### config.mk
export PLATFORM = sky130hd
export DESIGN_NAME = jt49_bus_arb_flat
export DESIGN_NICKNAME = d
export VERILOG_FILES = /design/src/rtl/jt49_bus_arb_if.sv /design/src/rtl/jt49_bus_arb.sv /design/src/flat_wrapper.sv
export SDC_FILE = /design/constraint.sdc
export NUM_CORES = 1
export LEC_CHECK = 0
export ABC_AREA = 1
export CAP_MARGIN = 10
export CORE_MARGIN = 2
export CORE_UTILIZATION = 35
export DETAILED_ROUTE_END_ITERATION = 16
export HOLD_SLACK_MARGIN = 0.1
export PLACE_DENSITY = 0.7
export SYNTH_ARGS = -nofsm -noshare
export SYNTH_HDL_FRONTEND = slang
export SYNTH_SLANG_ARGS = --single-unit
export TNS_END_PERCENT = 1
### constraint.sdc
create_clock -name clk -period 1.2 [get_ports clk]
set_clock_uncertainty 0.05 [all_clocks]
set_input_delay 0.24 -clock clk [delete_from_list [all_inputs] [get_ports clk]]
set_output_delay 0.24 -clock clk [all_outputs]
set_load 0.05 [all_outputs]
### src/rtl/jt49_bus_arb_if.sv
// jt49_bus_arb_if: requester handshakes and the jt49 register bus, bundled for jt49_bus_arb.
// Latency: none, wires only.
// Backpressure: requesters hold valid and payload until the arbiter pulses their ack.
//
// Modports:
//   slave  - arbiter view: takes both requests in, drives acks and the PSG bus.
//   master - requester/PSG view: drives requests and psg_dout, observes everything else.
// With JT49_ARB_RD_EN defined the read signals (reqN_rd, psg_dout, rd_data, rd_valid) exist.
interface jt49_bus_arb_if;
    logic       req0_valid;
    logic [3:0] req0_addr;
    logic [7:0] req0_din;
    logic       req0_ack;
    logic       req1_valid;
    logic [3:0] req1_addr;
    logic [7:0] req1_din;
    logic       req1_ack;
    logic [3:0] psg_addr;
    logic [7:0] psg_din;
    logic       psg_cs_n;
    logic       psg_wr_n;
    logic       grant_id;
    logic       busy;
`ifdef JT49_ARB_RD_EN
    logic       req0_rd;
    logic       req1_rd;
    logic [7:0] psg_dout;
    logic [7:0] rd_data;
    logic       rd_valid;

    modport slave (
        input  req0_valid, req0_addr, req0_din, req0_rd,
        input  req1_valid, req1_addr, req1_din, req1_rd,
        input  psg_dout,
        output req0_ack, req1_ack,
        output psg_addr, psg_din, psg_cs_n, psg_wr_n,
        output grant_id, busy, rd_data, rd_valid
    );
    modport master (
        output req0_valid, req0_addr, req0_din, req0_rd,
        output req1_valid, req1_addr, req1_din, req1_rd,
        output psg_dout,
        input  req0_ack, req1_ack,
        input  psg_addr, psg_din, psg_cs_n, psg_wr_n,
        input  grant_id, busy, rd_data, rd_valid
    );
`else
    modport slave (
        input  req0_valid, req0_addr, req0_din,
        input  req1_valid, req1_addr, req1_din,
        output req0_ack, req1_ack,
        output psg_addr, psg_din, psg_cs_n, psg_wr_n,
        output grant_id, busy
    );
    modport master (
        output req0_valid, req0_addr, req0_din,
        output req1_valid, req1_addr, req1_din,
        input  req0_ack, req1_ack,
        input  psg_addr, psg_din, psg_cs_n, psg_wr_n,
        input  grant_id, busy
    );
`endif
endinterface

### src/rtl/jt49_bus_arb.sv
// jt49_bus_arb: shares the jt49 register bus between req0 (host CPU) and req1 (music player).
// Latency: grant on the first edge a valid is seen; a write holds cs_n low SETUP+STROBE+RECOV cycles.
// Backpressure: a requester holds valid/payload until its one-cycle ack; losers wait in place.
//
// Ports: clk, rst_n (synchronous, active low), bus (jt49_bus_arb_if.slave):
//   reqN_valid/addr/din[/rd] in, reqN_ack out, psg_addr/din/cs_n/wr_n out, grant_id, busy out,
//   psg_dout in, rd_data/rd_valid out (reads only).
// Optional feature: define JT49_ARB_RD_EN to add read transactions (SETUP then one CAPT cycle).
// The recovery phase keeps cs_n low with wr_n high so each write gives the PSG a fresh wr_n
// falling edge; back-to-back writes to the envelope shape register 0xD each retrigger it.
module jt49_bus_arb #(
    parameter int SETUP_CYC  = 1,
    parameter int STROBE_CYC = 2,
    parameter int RECOV_CYC  = 1,
    parameter int PRIO       = 0
) (
    input  logic           clk,
    input  logic           rst_n,
    jt49_bus_arb_if.slave  bus
);

    // Zero-length phases are stretched to one cycle.
    localparam int S_EFF = (SETUP_CYC  < 1) ? 1 : SETUP_CYC;
    localparam int T_EFF = (STROBE_CYC < 1) ? 1 : STROBE_CYC;
    localparam int R_EFF = (RECOV_CYC  < 1) ? 1 : RECOV_CYC;
    localparam int MAX_A = (S_EFF > T_EFF) ? S_EFF : T_EFF;
    localparam int MAX_C = (MAX_A > R_EFF) ? MAX_A : R_EFF;
    localparam int CW    = $clog2(MAX_C + 1);

    // The counter is loaded with length-1 on phase entry and the phase ends when it reads 0.
    localparam logic [CW-1:0] S_LD = CW'(S_EFF - 1);
    localparam logic [CW-1:0] T_LD = CW'(T_EFF - 1);
    localparam logic [CW-1:0] R_LD = CW'(R_EFF - 1);

    typedef enum logic [2:0] {
        IDLE,
        SETUP,
        STROBE,
        RECOV
`ifdef JT49_ARB_RD_EN
        , CAPT
`endif
    } state_t;

    state_t        state_q, state_d;
    logic [CW-1:0] cnt_q,   cnt_d;
    logic [3:0]    addr_q,  addr_d;
    logic [7:0]    din_q,   din_d;
    logic          gid_q,   gid_d;
    logic          rr_q,    rr_d;      // 0: req0 wins a tie next, 1: req1 does
    logic          ack0_q,  ack0_d;
    logic          ack1_q,  ack1_d;
    logic          cs_n_q,  cs_n_d;
    logic          wr_n_q,  wr_n_d;
    logic          pick1;
`ifdef JT49_ARB_RD_EN
    logic          rd_q,       rd_d;
    logic          rd_valid_q, rd_valid_d;
    logic [7:0]    rd_data_q,  rd_data_d;
`endif

    always_ff @(posedge clk) begin
        if (!rst_n) begin
            state_q <= IDLE;
            cnt_q   <= '0;
            addr_q  <= '0;
            din_q   <= '0;
            gid_q   <= 1'b0;
            rr_q    <= 1'b0;
            ack0_q  <= 1'b0;
            ack1_q  <= 1'b0;
            cs_n_q  <= 1'b1;
            wr_n_q  <= 1'b1;
`ifdef JT49_ARB_RD_EN
            rd_q       <= 1'b0;
            rd_valid_q <= 1'b0;
            rd_data_q  <= '0;
`endif
        end else begin
            state_q <= state_d;
            cnt_q   <= cnt_d;
            addr_q  <= addr_d;
            din_q   <= din_d;
            gid_q   <= gid_d;
            rr_q    <= rr_d;
            ack0_q  <= ack0_d;
            ack1_q  <= ack1_d;
            cs_n_q  <= cs_n_d;
            wr_n_q  <= wr_n_d;
`ifdef JT49_ARB_RD_EN
            rd_q       <= rd_d;
            rd_valid_q <= rd_valid_d;
            rd_data_q  <= rd_data_d;
`endif
        end
    end

    always_comb begin
        state_d = state_q;
        cnt_d   = cnt_q;
        addr_d  = addr_q;
        din_d   = din_q;
        gid_d   = gid_q;
        rr_d    = rr_q;
        ack0_d  = 1'b0;
        ack1_d  = 1'b0;
`ifdef JT49_ARB_RD_EN
        rd_d       = rd_q;
        rd_valid_d = 1'b0;
        rd_data_d  = rd_data_q;
`endif

        // req1 wins if it is alone, or on a tie when round-robin points at it.
        if (PRIO != 0)
            pick1 = bus.req1_valid && !bus.req0_valid;
        else
            pick1 = bus.req1_valid && (!bus.req0_valid || rr_q);

        case (state_q)
            IDLE: begin
                if (bus.req0_valid || bus.req1_valid) begin
                    state_d = SETUP;
                    cnt_d   = S_LD;
                    gid_d   = pick1;
                    rr_d    = ~pick1;
                    ack0_d  = ~pick1;
                    ack1_d  = pick1;
                    addr_d  = pick1 ? bus.req1_addr : bus.req0_addr;
                    din_d   = pick1 ? bus.req1_din  : bus.req0_din;
`ifdef JT49_ARB_RD_EN
                    rd_d    = pick1 ? bus.req1_rd   : bus.req0_rd;
`endif
                end
            end
            SETUP: begin
                if (cnt_q == '0) begin
`ifdef JT49_ARB_RD_EN
                    if (rd_q) begin
                        state_d = CAPT;
                    end else begin
                        state_d = STROBE;
                        cnt_d   = T_LD;
                    end
`else
                    state_d = STROBE;
                    cnt_d   = T_LD;
`endif
                end else begin
                    cnt_d = cnt_q - CW'(1);
                end
            end
            STROBE: begin
                if (cnt_q == '0) begin
                    state_d = RECOV;
                    cnt_d   = R_LD;
                end else begin
                    cnt_d = cnt_q - CW'(1);
                end
            end
            RECOV: begin
                if (cnt_q == '0)
                    state_d = IDLE;
                else
                    cnt_d = cnt_q - CW'(1);
            end
`ifdef JT49_ARB_RD_EN
            CAPT: begin
                state_d    = IDLE;
                rd_valid_d = 1'b1;
                rd_data_d  = bus.psg_dout;
            end
`endif
            default: state_d = IDLE;
        endcase

        // Strobes are registered from the next state so they switch cleanly with it.
        cs_n_d = (state_d == IDLE);
        wr_n_d = (state_d != STROBE);
    end

    assign bus.psg_addr = addr_q;
    assign bus.psg_din  = din_q;
    assign bus.psg_cs_n = cs_n_q;
    assign bus.psg_wr_n = wr_n_q;
    assign bus.req0_ack = ack0_q;
    assign bus.req1_ack = ack1_q;
    assign bus.grant_id = gid_q;
    assign bus.busy     = (state_q != IDLE);
`ifdef JT49_ARB_RD_EN
    assign bus.rd_data  = rd_data_q;
    assign bus.rd_valid = rd_valid_q;
`endif

endmodule

### src/flat_wrapper.sv
// flat-port wrapper written by rule: the top's interface ports become plain ports
module jt49_bus_arb_flat 
#(
    parameter int SETUP_CYC  = 1,
    parameter int STROBE_CYC = 2,
    parameter int RECOV_CYC  = 1,
    parameter int PRIO       = 0
)
  (clk, rst_n, bus_req0_valid, bus_req0_addr, bus_req0_din, bus_req1_valid, bus_req1_addr, bus_req1_din, bus_req0_ack, bus_req1_ack, bus_psg_addr, bus_psg_din, bus_psg_cs_n, bus_psg_wr_n, bus_grant_id, bus_busy);
  jt49_bus_arb_if bus_i ();
  input  logic clk;
  input  logic rst_n;
  input wire logic [$bits(bus_i.req0_valid)-1:0] bus_req0_valid;
  input wire logic [$bits(bus_i.req0_addr)-1:0] bus_req0_addr;
  input wire logic [$bits(bus_i.req0_din)-1:0] bus_req0_din;
  input wire logic [$bits(bus_i.req1_valid)-1:0] bus_req1_valid;
  input wire logic [$bits(bus_i.req1_addr)-1:0] bus_req1_addr;
  input wire logic [$bits(bus_i.req1_din)-1:0] bus_req1_din;
  output wire logic [$bits(bus_i.req0_ack)-1:0] bus_req0_ack;
  output wire logic [$bits(bus_i.req1_ack)-1:0] bus_req1_ack;
  output wire logic [$bits(bus_i.psg_addr)-1:0] bus_psg_addr;
  output wire logic [$bits(bus_i.psg_din)-1:0] bus_psg_din;
  output wire logic [$bits(bus_i.psg_cs_n)-1:0] bus_psg_cs_n;
  output wire logic [$bits(bus_i.psg_wr_n)-1:0] bus_psg_wr_n;
  output wire logic [$bits(bus_i.grant_id)-1:0] bus_grant_id;
  output wire logic [$bits(bus_i.busy)-1:0] bus_busy;
  assign bus_i.req0_valid = bus_req0_valid;
  assign bus_i.req0_addr = bus_req0_addr;
  assign bus_i.req0_din = bus_req0_din;
  assign bus_i.req1_valid = bus_req1_valid;
  assign bus_i.req1_addr = bus_req1_addr;
  assign bus_i.req1_din = bus_req1_din;
  assign bus_req0_ack = bus_i.req0_ack;
  assign bus_req1_ack = bus_i.req1_ack;
  assign bus_psg_addr = bus_i.psg_addr;
  assign bus_psg_din = bus_i.psg_din;
  assign bus_psg_cs_n = bus_i.psg_cs_n;
  assign bus_psg_wr_n = bus_i.psg_wr_n;
  assign bus_grant_id = bus_i.grant_id;
  assign bus_busy = bus_i.busy;
  jt49_bus_arb #(.SETUP_CYC(SETUP_CYC), .STROBE_CYC(STROBE_CYC), .RECOV_CYC(RECOV_CYC), .PRIO(PRIO)) u_core (.clk(clk), .rst_n(rst_n), .bus(bus_i));
endmodule
==> results of run 1 <==
## stage by stage
step / instances / utilization, %
after floorplan: 165 / -
after global placement: 273 / 64.34
after detailed placement: 273 / 64.34
after CTS: 277 / 65.74
after global routing: 277 / 66.65
final: 277 / 66.65
## per-layer routing
layer | vias up | part of all wire, % | global-route usage, %
met3 | 5 | 2.4 | 2.772
met5 | - | 0 | 0
met1 | 545 | 44 | 19.74
li1 | 643 | - | -
met4 | 0 | 2.0 | 7.619
met2 | 22 | 52 | 29.04
## final cells by class
type / instances / area share (%)
inverter: 14 / 2.604
sequential: 23 / 23.31
tap: 44 / 2.728
clock inverter: 1 / 0.2480
timing repair buffer: 68 / 40.61
multi-input combinational: 124 / 29.39
clock buffer: 3 / 1.116
## where the power goes
part | switching, uW | internal (uW) | total, uW | leakage, uW
Clock | 261 | 125 | 386 | 0.0000177
Combinational | 307 | 331 | 638 | 0.000739
Sequential | 45.2 | 813 | 858 | 0.000192
Total | 613 | 1270 | 1880 | 0.000948
## worst max-delay path, stage by stage, from the launching register on
cell and delay, ns:
dfxtp_2 0.36, nor2_4 0.13, nand2_4 0.06, buf_6 0.13, buf_12 0.14
## logic make-up after synthesis
| kind of cell | synth area share (%) |
|---|---|
| fa+ha+maj | 3.379 |
| simple gates | 41.44 |
| compound gates | 5.631 |
| flops | 41.44 |
| buf+inv | 7.770 |
| other cells | 0.3375 |
## registers in the layout (all words and copies together), names as in the netlist
name / count
u_core.bus.grant_id: 1
u_core.bus.psg_addr: 4
u_core.bus.psg_cs_n: 1
u_core.bus.psg_din: 8
u_core.bus.psg_wr_n: 1
u_core.bus.req0_ack: 1
u_core.bus.req1_ack: 1
u_core.cnt_q: 2
u_core.rr_q: 1
u_core.state_q: 3
## placed cells by master, fill, tap and decap left out
master / Yosys / routed
a21oi_2: 0 / 1
o2111ai_1: 1 / 1
nand2_2: 1 / 1
buf_6: 2 / 1
nand3_2: 0 / 1
o21ai_0: 1 / 1
a21oi_1: 5 / 4
ha_1: 3 / 2
dfxtp_2: 0 / 8
clkinv_2: 0 / 1
o21ai_4: 1 / 1
buf_12: 0 / 19
clkdlybuf4s50_1: 0 / 27
inv_1: 12 / 10
nor2_4: 2 / 3
nor2_2: 1 / 5
inv_2: 2 / 4
o211ai_1: 1 / 1
nand3_1: 9 / 8
conb_1: 1 / 1
clkbuf_4: 0 / 3
ha_2: 0 / 1
nand2_4: 1 / 1
nand4_1: 2 / 2
dfxtp_1: 23 / 15
nand2_1: 85 / 85
nor2_1: 10 / 5
buf_4: 1 / 21
## cells in the mapped netlist (2+ instances only)
master	number
ha_1	3
dfxtp_1	23
inv_2	2
nor2_1	10
nor2_4	2
nand3_1	9
a21oi_1	5
nand4_1	2
buf_6	2
nand2_1	85
inv_1	12
## what timing repair did
item                       4_1_cts  5_1_grt
setup endpoints to repair       22       30
buffers inserted                 0        0
gates cloned                     0        0
resized for setup                7       13
pin swaps                        4        7
## worst max-delay path by stage
stage | slack (ns) | startpoint | end
5_1_grt | -0.26 | u_core.state_q[2] | bus_busy
4_1_cts | -0.24 | u_core.state_q[1] | bus_busy
2_1_floorplan | -0.15 | u_core.state_q[1] | u_core.bus.psg_addr[3]
6_report | -0.23 | u_core.state_q[2] | bus_busy
3_3_place_gp | -0.60 | bus_req1_valid | u_core.bus.psg_addr[0]
3_5_place_dp | -0.70 | bus_req1_valid | u_core.bus.psg_addr[0]
==> reports/results.ini, run 1 <==
[worst_setup_path]
r2r-start=u_core.state_q[2]
crit_type=reg2out
critPathRequiredTime_ns=0.91
critPathMaxFanout=3
rr_worst_depth=10
cp.arrival_ns=1.14
worstReg2RegEnd=u_core.bus.psg_addr[0]
critPathCaptureType=primary output
r2r_setup_slack_ns=-0.17
start_kind=register

[synth]
syn_inst=165
ys_seq_elements=23
synth_area_leaders=dfxtp_1 41%, nand2_1 29%, nand3_1 4.1%
synth_top_cell_by_area=dfxtp_1
seq_area_frac_synth_pct=41.44
synth_top_flop_cell=dfxtp_1
yosys.area.top_type_share_pct=41.44
synth_nets=196
synthArstFlopShare_pct=0
synth.distinct_cells=21
syn-cell-area_um2=1111
synth_edf_count=0
avgSynthCellArea_um2=6.734
ys_warn_count=0

[drt]
first_pass_iters=4
remaining_drc_errors=0
vias=1215
viasPerCell=4.386
first_iter_violations=25
ant_nets=0
wire_per_inst_um=10.58
wl_um=2931

[cells_and_area]
fillers=249
area_growth_pct=81.64
register_area_um2=470.5
layout-drive-gt1-share_pct=30.47
multi_input_area_um2=593.1
diodes=0
fin_area_um2=2018
nets=265

[timing]
setup_viol=19
slew_viol_final=0
setup_tns_ns=-2.300
whs_ns=0.3823
setup_ws_ns=-0.2268
timing.final.crit_share_pct=118.9
fmax_mhz=700.9
hold_viol=0
finalCriticalPeriod_ns=1.427
rsz0062_at_grt=true

[outcome]
violations=negative setup slack
outcome=finished, violations left

[global_route]
antenna_found_initial=0
grt_pass1_vias=1128
grt_overflow=0
grt_max_degree=15
grt_use_total_pct=16.56
grt_pass1_wl_um=4526

[pwr]
p_per_area_nw_per_um2=932.6
leakagePower_uw=0.0009481
peakVddDrop_mv=0.4830
finalPower_uw=1882

[clocking]
h-tree-depth=1
hold_buffers=0
cts_buffer_depth=2
numCtsBuffers=3
cts_tree=yes
clkSlewWorstSetupHoldPaths_ns=0.14
clkLatencyLatePin_ns=0.32
clock-sinks=23
clockRootBuffer=clkbuf_4

[die]
die_h_um=60.34
die_w_um=60.34
start_util_pct=36.69
rows=20
design.core.area_um2=3028
io_pins=46
design.die.area_um2=3641

[min_path]
hold_path_depth=3
hold_path_class=in2reg
worstHoldEndpoint=u_core.bus.psg_din[6]
min-delay-start=bus_req0_din[6]

[place]
gp_congestion=0.8003
port-buffer-count=45
post-dp-hpwl_um=2286
place_ws_ns=-0.6958
placed_area_um2=1948

[flow_run]
cap_violations=0

(Power assumes the default switching activity.)
==> run 2, diff against run 1 <==
CORE_MARGIN = unset   (was 2)
==> reports/results.ini, run 2 (synthesis gave the netlist of run 1 again) <==
[outcome]
outcome=finished, violations left
violations=design-rule violations, negative setup slack

[clocking]
cts_buffer_depth=2  ; unchanged
h-tree-depth=1  ; unchanged
cts_tree=yes
clock-sinks=23  ; unchanged
clockRootBuffer=clkbuf_4
hold_buffers=0  ; unchanged
clkSlewWorstSetupHoldPaths_ns=0.14  ; about the same
numCtsBuffers=3  ; unchanged
clkLatencyLatePin_ns=0.32  ; about the same

[global_route]
grt_use_total_pct=19.38  ; +2.8 points
grt_pass1_wl_um=5078  ; +12%
grt_max_degree=16  ; +1
grt_overflow=0  ; unchanged
grt.busiest_layer=met2
grt_pass1_vias=1152  ; +2.1%
grt_use_met2_pct=34.48  ; +5.4 points
grt_use_met3_pct=1.978  ; -0.79 points
grtUsageMet1_pct=24.28  ; +4.5 points
antenna_found_initial=0  ; unchanged

[cells_and_area]
final-instance-count-excl-fill=277  ; unchanged
layout_commonest_cell=nand2_1
nets=265  ; unchanged
area_growth_pct=82.55
final_cell_mix=84 x nand2_1, 26 x clkdlybuf4s50_1, 21 x buf_4, 18 x buf_12, 13 x dfxtp_1
diodes=0  ; unchanged
utilization_pct=66.98  ; +0.33 points
fin_area_um2=2028  ; +0.50%
fillers=263  ; +5.6%
layout-drive-gt1-share_pct=30.47  ; unchanged
largest_reg_flops=8  ; unchanged

[min_path]
min-delay-start=bus_req1_valid
hold_path_depth=7  ; +4
hold_path_class=in2reg

[timing]
fmax_mhz=693.2  ; -1.1%
timing.final.crit_share_pct=120.2  ; +1.3 points
hold_viol=0  ; unchanged
finalCriticalPeriod_ns=1.443  ; +0.01592 ns
whs_ns=0.3666  ; -0.01563 ns
rsz0062_at_grt=true
setup_viol=20  ; +1
slew_viol_final=0  ; unchanged
setup_ws_ns=-0.2427  ; -0.01592 ns

[drt]
viasPerCell=4.386  ; unchanged
vias=1215  ; unchanged
first_pass_iters=10  ; +6
wl_um=3020  ; +3.0%
remaining_drc_errors=1  ; +1
first_iter_violations=23  ; -8.0%
wire_per_inst_um=10.90  ; +3.0%
ant_nets=0  ; unchanged

[worst_setup_path]
crit_type=reg2out
critPathCaptureType=primary output
rr_worst_depth=8  ; -2
critPathMaxFanout=3  ; unchanged
critPathRequiredTime_ns=0.91  ; about the same
start_kind=register
cp-startpoint=u_core.state_q[2]
cp.arrival_ns=1.15  ; about the same
r2r-start=u_core.state_q[2]

[pwr]
leakagePower_uw=0.0009588  ; +1.1%
swShare_pct=32.98  ; +0.41 points
sequentialPowerShare_pct=45.7  ; about the same
power_switching_uw=622.3  ; +1.5%
p_clk_share_pct=20.4  ; about the same
p_per_area_nw_per_um2=930.3  ; -0.25%
p_int_uw=1264  ; -0.37%
peakVddDrop_mv=0.6626  ; +37%
comb_power_share_pct=34.0  ; about the same

[place]
placed_area_um2=1921  ; -1.4%
place_ws_ns=-0.7582  ; -0.06239 ns
post-dp-hpwl_um=2297  ; +0.45%
dpl.cell_count=271  ; -0.73%
port-buffer-count=45  ; unchanged
gp_congestion=0.8658  ; +8.2%

[die]
die_w_um=58.34  ; -3.3%
design.die.area_um2=3404  ; -6.5%
start_util_pct=36.69  ; unchanged
io_pins=46  ; unchanged
rows=20  ; unchanged
die_h_um=58.34  ; -3.3%
design.core.area_um2=3028  ; unchanged

[flow_run]
cap_violations=0  ; unchanged

run 2: worst paths after layout:
path / endpoint / slack (ns)
max reg2reg: u_core.bus.psg_din[3] / -0.19
min: u_core.bus.psg_din[5] / 0.37
max: bus_busy / -0.24
min reg2reg: u_core.bus.grant_id / 0.46
run 2: power by group through the flow:
stage	clock network, uW	registers [uW]	logic (uW)
floorplan	0	990	149
global placement	0	871	607
detailed placement	0	874	613
CTS	384	858	637
global route	418	867	684
finish	384	861	641
run 2: per-layer routing:
layer  share of wire, %  wire length, um
met5                  0                0
met4               0.70               21
met3                2.7               82
met2                 52             1564
met1                 45             1351
run 2: repair_timing:
action	in CTS	in global routing
buffers inserted	1	0
endpoints found under the setup margin	23	31
resized for setup	14	12
pin swaps	6	5
gates cloned	1	0
run 2: per-stage QoR:
step | total power (uW) | setup TNS, ns
3_5_place_dp | 1487 | -12.74
5_1_grt | 1969 | -4.291
4_1_cts | 1879 | -3.058
6_report | 1887 | -2.626
3_3_place_gp | 1478 | -11.92
2_1_floorplan | 1139 | -1.623
run 2: layout make-up:
type	count	area, um2	area share (%)
clock buffers	3	22.52	1.110
multi-input cells	125	615.6	30.35
repair buffers	67	802.0	39.54
well taps	44	55.05	2.714
flip-flops and latches	23	473.0	23.32
inverters	14	55.05	2.714
clock inverters	1	5.005	0.2468
run 2: critical path, cell delays in order (launching register included):
cell and delay (ns):
dfxtp_2 0.36, nor2_4 0.13, nand2_4 0.08, buf_6 0.12
buf_12 0.13
==> run 3, diff against run 2 <==
TNS_END_PERCENT = 30   (was 1)
==> reports/results.ini, run 3 (synthesis gave the netlist of run 1 again) <==
[outcome]
outcome=finished, violations left
violations=design-rule violations, negative setup slack

[die]
start_util_pct=36.69  ; unchanged
io_pins=46  ; unchanged
rows=20  ; unchanged
die_h_um=58.34  ; unchanged
die_w_um=58.34  ; unchanged
design.core.area_um2=3028  ; unchanged
design.die.area_um2=3404  ; unchanged

[global_route]
grt_use_total_pct=18.12  ; -1.3 points
antenna_found_initial=0  ; unchanged
grt_overflow=0  ; unchanged
grt_pass1_wl_um=4781  ; -5.8%
grt_max_degree=16  ; unchanged
grt_pass1_vias=1164  ; +1.0%

[cells_and_area]
area_growth_pct=85.47
final_cell_mix=85 x nand2_1, 26 x clkdlybuf4s50_1, 24 x buf_4, 18 x buf_12, 12 x dfxtp_1
layout_commonest_cell=nand2_1
fin_area_um2=2061  ; +1.6%
largest_reg_flops=8  ; unchanged
diodes=0  ; unchanged
nets=269  ; +1.5%
fillers=244  ; -7.2%
layout-drive-gt1-share_pct=32.91  ; +2.4 points

[clocking]
hold_buffers=0  ; unchanged
cts_tree=yes
cts_buffer_depth=2  ; unchanged
numCtsBuffers=3  ; unchanged
h-tree-depth=1  ; unchanged
clkLatencyLatePin_ns=0.32  ; about the same
clock-sinks=23  ; unchanged
clockRootBuffer=clkbuf_4
clkSlewWorstSetupHoldPaths_ns=0.13  ; about the same

[timing]
rsz0062_at_grt=true
fmax_mhz=707.9  ; +2.1%
finalCriticalPeriod_ns=1.413  ; -0.03010 ns
setup_ws_ns=-0.2126  ; +0.03010 ns
setup_viol=17  ; -15%
whs_ns=0.3894  ; +0.02281 ns
hold_viol=0  ; unchanged
timing.final.crit_share_pct=117.7  ; -2.5 points
slew_viol_final=0  ; unchanged

[place]
port-buffer-count=45  ; unchanged
post-dp-hpwl_um=2269  ; -1.2%
gp_congestion=0.8701  ; +0.50%
placed_area_um2=1953  ; +1.7%

[drt]
ant_nets=0  ; unchanged
vias=1221  ; +0.49%
first_pass_iters=10  ; unchanged
first_iter_violations=21  ; -8.7%
viasPerCell=4.345  ; -0.94%
remaining_drc_errors=2  ; +1
wl_um=2979  ; -1.4%
wire_per_inst_um=10.60  ; -2.8%

[worst_setup_path]
crit_type=reg2out
critPathCaptureType=primary output
cp.arrival_ns=1.12  ; -0.03 ns
critPathRequiredTime_ns=0.91  ; about the same
start_kind=register
critPathMaxFanout=2  ; -1

[pwr]
leakagePower_uw=0.0009758  ; +1.8%
peakVddDrop_mv=0.4562  ; -31%
p_per_area_nw_per_um2=909.5  ; -2.2%

[min_path]
hold_path_class=in2reg

[flow_run]
cap_violations=0  ; unchanged

[run 3: final cells by class]
type                       instances  area [um2]  area share (%)
tap                               44       55.05           2.672
timing repair buffer              72       843.3           40.92
clock buffer                       3       22.52           1.093
sequential                        23       474.2           23.01
clock inverter                     1       5.005          0.2429
multi-input combinational        124       608.1           29.51
inverter                          14       52.55           2.550
[run 3: worst paths after layout]
kind | startpoint | end | slack, ns | depth (start not counted)
worst max-delay path | u_core.state_q[1] | bus_busy | -0.21 | 4
worst min-delay path | bus_req0_din[6] | u_core.bus.psg_din[6] | 0.39 | 3
worst max register to register | u_core.state_q[1] | u_core.bus.psg_din[7] | -0.16 | 9
worst min register to register | u_core.bus.grant_id | u_core.bus.grant_id | 0.45 | 2
[run 3: worst max-delay path, stage by stage, from the launching register on]
cell     delay (ns)
dfxtp_2        0.35
nor2_4         0.14
nand2_4        0.06
buf_6          0.11
buf_12         0.13
[run 3: where the power goes]
part	switching [uW]	internal (uW)
combinational	311	335
clock	241	125
sequential	47.6	815
[run 3: what timing repair did]
item | CTS | global route
resized for setup | 12 | 13
setup endpoints to repair | 20 | 28
setup buffers | 2 | 0
pin swaps | 7 | 0
[run 3: metal layers]
metal | share of wire, % | wire (um) | track usage (%)
met5 | 0 | 0 | 0
met4 | 1.8 | 55 | 7.823
met3 | 3.4 | 101 | 2.857
met2 | 50 | 1479 | 31.69
met1 | 45 | 1343 | 22.04
[run 3: through the flow]
stage          worst slack [ns]  total power (uW)  TNS, ns  std cells  util, %
6_report                -0.2126              1874   -2.106        281    68.06
2_1_floorplan           -0.1254              1139   -1.247        165        -
3_3_place_gp            -0.3596              1491   -6.607        275    64.50
5_1_grt                 -0.2551              1962   -3.503        281    68.06
4_1_cts                 -0.2144              1871   -1.832        281    67.07
3_5_place_dp            -0.4216              1496   -7.281        275    64.50
